<file path="config.mk">
export PLATFORM = sky130hd
export DESIGN_NAME = irq_source_ctrl_flat
export DESIGN_NICKNAME = d
export VERILOG_FILES = /design/src/rtl/irq_source_ctrl_if.sv /design/src/rtl/irq_source_ctrl.sv /design/src/flat_wrapper.sv
export SDC_FILE = /design/constraint.sdc
export NUM_CORES = 1
export LEC_CHECK = 0
export ABC_AREA = 0
export ABC_CLOCK_PERIOD_IN_PS = 2300
export BUFFER_PORTS_ARGS = -buffer_cell sky130_fd_sc_hd__buf_4
export CAP_MARGIN = 40
export CORE_AREA = 2 2 59 61
export CTS_CLUSTER_DIAMETER = 120
export CTS_CLUSTER_SIZE = 40
export DETAILED_ROUTE_END_ITERATION = 6
export DIE_AREA = 0 0 61 63
export PLACE_DENSITY = 0.73
export SLEW_MARGIN = 0
export SYNTH_ARGS = -nofsm -noshare
export SYNTH_HDL_FRONTEND = slang
export SYNTH_SLANG_ARGS = --single-unit
</file>
<file path="constraint.sdc">
create_clock -name clk -period 2.3 [get_ports clk]
set_input_delay 0.69 -clock clk [delete_from_list [all_inputs] [get_ports clk]]
set_output_delay 0.69 -clock clk [all_outputs]
set_load 0.05 [all_outputs]
</file>
<file path="src/rtl/irq_source_ctrl_if.sv">
// irq_source_ctrl_if: request/handshake bundle between the
// interrupt source controller and its surroundings.
interface irq_source_ctrl_if;
  logic [1:0] irq_raw;
  logic       int_taken;
  logic       eret;
  logic [1:0] interrupt;
  logic [1:0] pending;
  logic       busy;
  logic [7:0] drop_cnt;

  modport master (
    output irq_raw,
    output int_taken,
    output eret,
    input  interrupt,
    input  pending,
    input  busy,
    input  drop_cnt
  );

  modport slave (
    input  irq_raw,
    input  int_taken,
    input  eret,
    output interrupt,
    output pending,
    output busy,
    output drop_cnt
  );
endinterface

</file>
<file path="src/rtl/irq_source_ctrl.sv">
// irq_source_ctrl: sync + debounce two raw request lines, latch
// edges as pending, issue one request at a time to the pipeline.
module irq_source_ctrl #(
  parameter int unsigned DEB_CYCLES = 4
) (
  input logic              clk,
  input logic              rst,
  irq_source_ctrl_if.slave bus
);

  typedef enum logic [1:0] {
    IDLE = 2'd0,
    REQ  = 2'd1,
    SVC  = 2'd2
  } state_t;

  localparam logic [7:0] DEB_MAX  = 8'(DEB_CYCLES);
  localparam logic [7:0] DEB_LAST = 8'(DEB_CYCLES - 1);

  logic [1:0]      s1;
  logic [1:0]      s2;
  logic [1:0][7:0] cnt;
  logic [1:0]      ev;

  state_t     state_q;
  state_t     state_d;
  logic [1:0] int_q;
  logic [1:0] int_d;
  logic [1:0] clr;
  logic [1:0] pend_q;
  logic [1:0] pend_d;
  logic [1:0] drop_vec;
  logic [7:0] drop_q;
  logic [7:0] drop_d;
  logic [8:0] drop_sum;

  // two-flop synchronizer for the asynchronous raw lines
  always_ff @(posedge clk) begin
    if (rst) begin
      s1 <= '0;
      s2 <= '0;
    end else begin
      s1 <= bus.irq_raw;
      s2 <= s1;
    end
  end

  // per-line debounce counter, saturating at DEB_CYCLES
  always_ff @(posedge clk) begin
    if (rst) begin
      cnt <= '0;
    end else begin
      for (int i = 0; i < 2; i++) begin
        if (!s2[i])
          cnt[i] <= 8'd0;
        else if (cnt[i] != DEB_MAX)
          cnt[i] <= cnt[i] + 8'd1;
      end
    end
  end

  // one event per debounced high period
  always_comb begin
    ev = '0;
    for (int i = 0; i < 2; i++)
      ev[i] = s2[i] && (cnt[i] == DEB_LAST);
  end

  // service FSM: issue, wait for take, wait for eret
  always_comb begin
    state_d = state_q;
    int_d   = int_q;
    clr     = '0;
    unique case (state_q)
      IDLE: begin
        if (|pend_q) begin
          clr     = pend_q[1] ? 2'b10 : 2'b01;
          int_d   = clr;
          state_d = REQ;
        end
      end
      REQ: begin
        if (bus.int_taken) begin
          int_d   = 2'b00;
          state_d = SVC;
        end
      end
      SVC: begin
        int_d = 2'b00;
        if (bus.eret)
          state_d = IDLE;
      end
      default: begin
        int_d   = 2'b00;
        state_d = IDLE;
      end
    endcase
  end

  // pending latch (set beats clear) and saturating drop count
  always_comb begin
    pend_d   = (pend_q & ~clr) | ev;
    drop_vec = ev & pend_q & ~clr;
    drop_sum = {1'b0, drop_q}
             + 9'(drop_vec[0])
             + 9'(drop_vec[1]);
    drop_d   = (drop_sum > 9'd255) ? 8'hff
                                   : drop_sum[7:0];
  end

  // state, output and bookkeeping registers
  always_ff @(posedge clk) begin
    if (rst) begin
      state_q <= IDLE;
      int_q   <= '0;
      pend_q  <= '0;
      drop_q  <= '0;
    end else begin
      state_q <= state_d;
      int_q   <= int_d;
      pend_q  <= pend_d;
      drop_q  <= drop_d;
    end
  end

  assign bus.interrupt = int_q;
  assign bus.pending   = pend_q;
  assign bus.busy      = (state_q != IDLE);
  assign bus.drop_cnt  = drop_q;

endmodule

</file>
<file path="src/flat_wrapper.sv">
// flat-port wrapper written by rule: the top's interface ports become plain ports
module irq_source_ctrl_flat 
#(
  parameter int unsigned DEB_CYCLES = 4
)
  (clk, rst, bus_irq_raw, bus_int_taken, bus_eret, bus_interrupt, bus_pending, bus_busy, bus_drop_cnt);
  irq_source_ctrl_if bus_i ();
  input logic clk;
  input logic rst;
  input wire logic [$bits(bus_i.irq_raw)-1:0] bus_irq_raw;
  input wire logic [$bits(bus_i.int_taken)-1:0] bus_int_taken;
  input wire logic [$bits(bus_i.eret)-1:0] bus_eret;
  output wire logic [$bits(bus_i.interrupt)-1:0] bus_interrupt;
  output wire logic [$bits(bus_i.pending)-1:0] bus_pending;
  output wire logic [$bits(bus_i.busy)-1:0] bus_busy;
  output wire logic [$bits(bus_i.drop_cnt)-1:0] bus_drop_cnt;
  assign bus_i.irq_raw = bus_irq_raw;
  assign bus_i.int_taken = bus_int_taken;
  assign bus_i.eret = bus_eret;
  assign bus_interrupt = bus_i.interrupt;
  assign bus_pending = bus_i.pending;
  assign bus_busy = bus_i.busy;
  assign bus_drop_cnt = bus_i.drop_cnt;
  irq_source_ctrl #(.DEB_CYCLES(DEB_CYCLES)) u_core (.clk(clk), .rst(rst), .bus(bus_i));
endmodule
</file>
==> impl_metrics.toml <==
[run_status]
status = "complete, but fails checks"
failed_checks = "negative setup slack"

[drt]
firstDrtPassIters = 4
drt-vias-per-instance = 5.49
wl_per_cell_um = 12.8
vias = 1460
drtAntennaViolNets = 0
remaining_drc_errors = 0
wirelength_mm = 3.41
drt_iter0_drc = 69

[place]
gp_congestion = 0.828
portBuffers = 18
post-dp-hpwl_mm = 2.55
pre_cts_ws_ns = -0.0996

[clocking]
clk_latency_ns = 0.33
cts_tree = "done"
cts_made_buffers = 5
cts_max_level = 2
clk_root_buffer_cell = "clkbuf_4"
clock_path_buffers = 2
clkSlewWorstSetupHoldPaths_ns = 0.10
cts.sinks = 34
ctsHoldBuffers = 0

[critical_path]
path_cells = "or3_4 > or4b_4 > nor2_4 > fa_2 > ha_4 > and3_4 > a21boi_2 > a311oi_1"
crit_buf_inv = 0
reg2reg_depth = 8
worstPathArrival_ns = 2.60
slowest_stage = "or4b_4"
required_ns = 2.54
r2r_setup_slack_ns = -0.06
setup.worst_path.end_class = "register"
start_kind = "register"
path_max_fanout = 6
crit-reg2reg-launch = "u_core.cnt[3]"
r2r_end = "u_core.bus.drop_cnt[7]"
critical_path.max_stage_delay_ns = 0.51
crit_type = "register to register"
path_delay_family = "simple AND/OR/NAND/NOR gates"

[timing]
slew_headroom = 0.728
whs_ns = 0.459
setup_slack_ns = -0.0624
fmax_mhz = 423
finalHoldViolCount = 0
rsz0062_at_grt = "true"
skew_ns = 0.00355
worstMarginPinSlew_ns = 0.403
setup_viol = 6
min_period_over_period = 1.03
slew_violations = 0
post-route-min-period_ns = 2.36

[synthesis]
synth_nets = 195
synth_largest_area_cell = "dfxtp_1"
ys_ff_latch = 34
synthTopCellsByArea = "dfxtp_1 (43%), a21oi_1 (6.9%), ha_1 (3.9%)"
synth.top_cells.by_count = "dfxtp_1 (34), a21oi_1 (22), nand3_1 (12), o21ai_0 (12), nand2_1 (10)"
post-synth-top-count-cell = "dfxtp_1"
async_reset_ff_frac = 0
synthFlopType = "dfxtp_1"
syn_area_um2 = 1600
synth.distinct_cells = 41
avgSynthCellArea_um2 = 8.72
synth_edf_count = 0
synth_top_area_frac = 0.427
ys_seq_area_frac = 0.427
yosysWarnings = 0
synth_cells = 183

[pwr]
total_power_mw = 0.959
leakage_nw = 0.755
cellPowerDensity_nw_per_um2 = 480
ir_drop_mv = 0.325

[floorplanning]
chipWidth_um = 61
core.rowCount = 21
core-area_um2 = 3230
start_util = 0.494
dieArea_um2 = 3840
io_pins = 19
die_h_um = 63

[global_route]
grt_pass1_wl_mm = 5.77
grt-ovfl-total = 0
antenna_found_initial = 0
grt_start_max_net_pins = 23
first_global_vias = 1413
track_usage = 0.196

[hold_path]
min_to = "u_core.s2[0]"
min_from = "u_core.s1[0]"
hp-class = "register to register"
whs_path_depth = 1

[finish]
syn_to_final_growth_pct = 25.3
fin_util = 0.619
multi_input_area_um2 = 915
regArea_um2 = 682
drive_gt1_frac = 0.264
fillers = 285
finalNetCount = 231
antennaDiodeCount = 0

[job]
maxCapViolCount = 0
==> power by group <==
group	total, mW	leakage [nW]	internal [mW]	switching [mW]
logic	0.0274	0.444	0.0129	0.0145
registers	0.595	0.275	0.593	0.00261
clock network	0.337	0.0353	0.148	0.189
total	0.959	0.755	0.753	0.206
==> placed cells by master, fill, tap and decap left out, drive strengths merged, types with 2 or more instances in the layout <==
master	n
a21boi	2
clkbuf	7
nand2	10
nor2b	9
or3	9
nand4	3
ha	5
nor2	8
buf	34
or3b	2
a21oi	23
nand4bb	2
dfxtp	34
inv	7
o21ai	12
xor2	2
and3	2
o21bai	2
a31oi	5
nor3	8
nand2b	2
and4	2
nand3	12
nor4bb	2
==> worst reg2reg max path: cells and delay by family, from the launching register on <==
| kind | cells | cell delay (ns) |
|---|---|---|
| compound gates | 2 | 0.33 |
| fa+ha+maj | 2 | 0.39 |
| flops | 1 | 0.33 |
| simple gates | 4 | 1.22 |
==> worst max-delay path by stage <==
| stage | start | endpoint | slack (ns) | depth (start not counted) |
|---|---|---|---|---|
| 2_1_floorplan | u_core.cnt[3] | u_core.bus.drop_cnt[7] | -0.09 | 9 |
| 3_3_place_gp | u_core.cnt[3] | u_core.bus.drop_cnt[1] | -0.01 | 8 |
| 5_1_grt | u_core.cnt[3] | u_core.bus.drop_cnt[7] | -0.15 | 8 |
| 4_1_cts | u_core.cnt[3] | u_core.bus.drop_cnt[7] | -0.07 | 8 |
| 6_report | u_core.cnt[3] | u_core.bus.drop_cnt[7] | -0.06 | 8 |
| 3_5_place_dp | u_core.cnt[3] | u_core.bus.drop_cnt[7] | -0.1 | 8 |
==> flip-flops by register name, indices dropped and copies added, names as in the netlist <==
name / cells
u_core.bus.pending: 2
u_core.s2: 2
u_core.s1: 2
u_core.bus.drop_cnt: 8
u_core.bus.interrupt: 2
u_core.state_q: 2
u_core.cnt: 16
==> per-layer routing <==
metal | part of all wire | global-route usage | up-vias
li1 | - | - | 746
met2 | 0.50 | 0.321 | 20
met5 | 0 | 0 | -
met1 | 0.45 | 0.227 | 690
met4 | 0.013 | 0.0679 | 0
met3 | 0.037 | 0.0787 | 4
==> metrics by stage <==
stage          std cells  area, um^2  setup TNS, ns
3_5_place_dp         256        1900         -0.391
5_1_grt              266        2000         -0.764
2_1_floorplan        183        1620         -0.504
4_1_cts              264        1970         -0.174
3_3_place_gp         256        1900        -0.0173
6_report             266        2000         -0.159
==> layout make-up <==
type,instances,area share
multi-input combinational,137,0.457
sequential,34,0.341
timing repair buffer,34,0.130
tap,46,0.0288
clock buffer,7,0.0275
inverter,7,0.0131
clock inverter,1,0.00250
==> what timing repair did <==
item | 4_1_cts | 5_1_grt
pin swaps | 2 | 3
setup buffers | 0 | 2
endpoints found under the setup margin | 7 | 7
gates resized for setup | 3 | 4
==> logic make-up after synthesis <==
group | Yosys count | synth area share
multiplexers | 1 | 0.00627
XOR/XNOR | 3 | 0.0165
AND/OR/NAND/NOR | 77 | 0.289
flip-flops | 34 | 0.427
AO/OA/AOI/OAI | 50 | 0.181
adder cells (fa/ha/maj) | 6 | 0.0518
buffers and inverters | 12 | 0.0282
(Power assumes the default switching activity.)
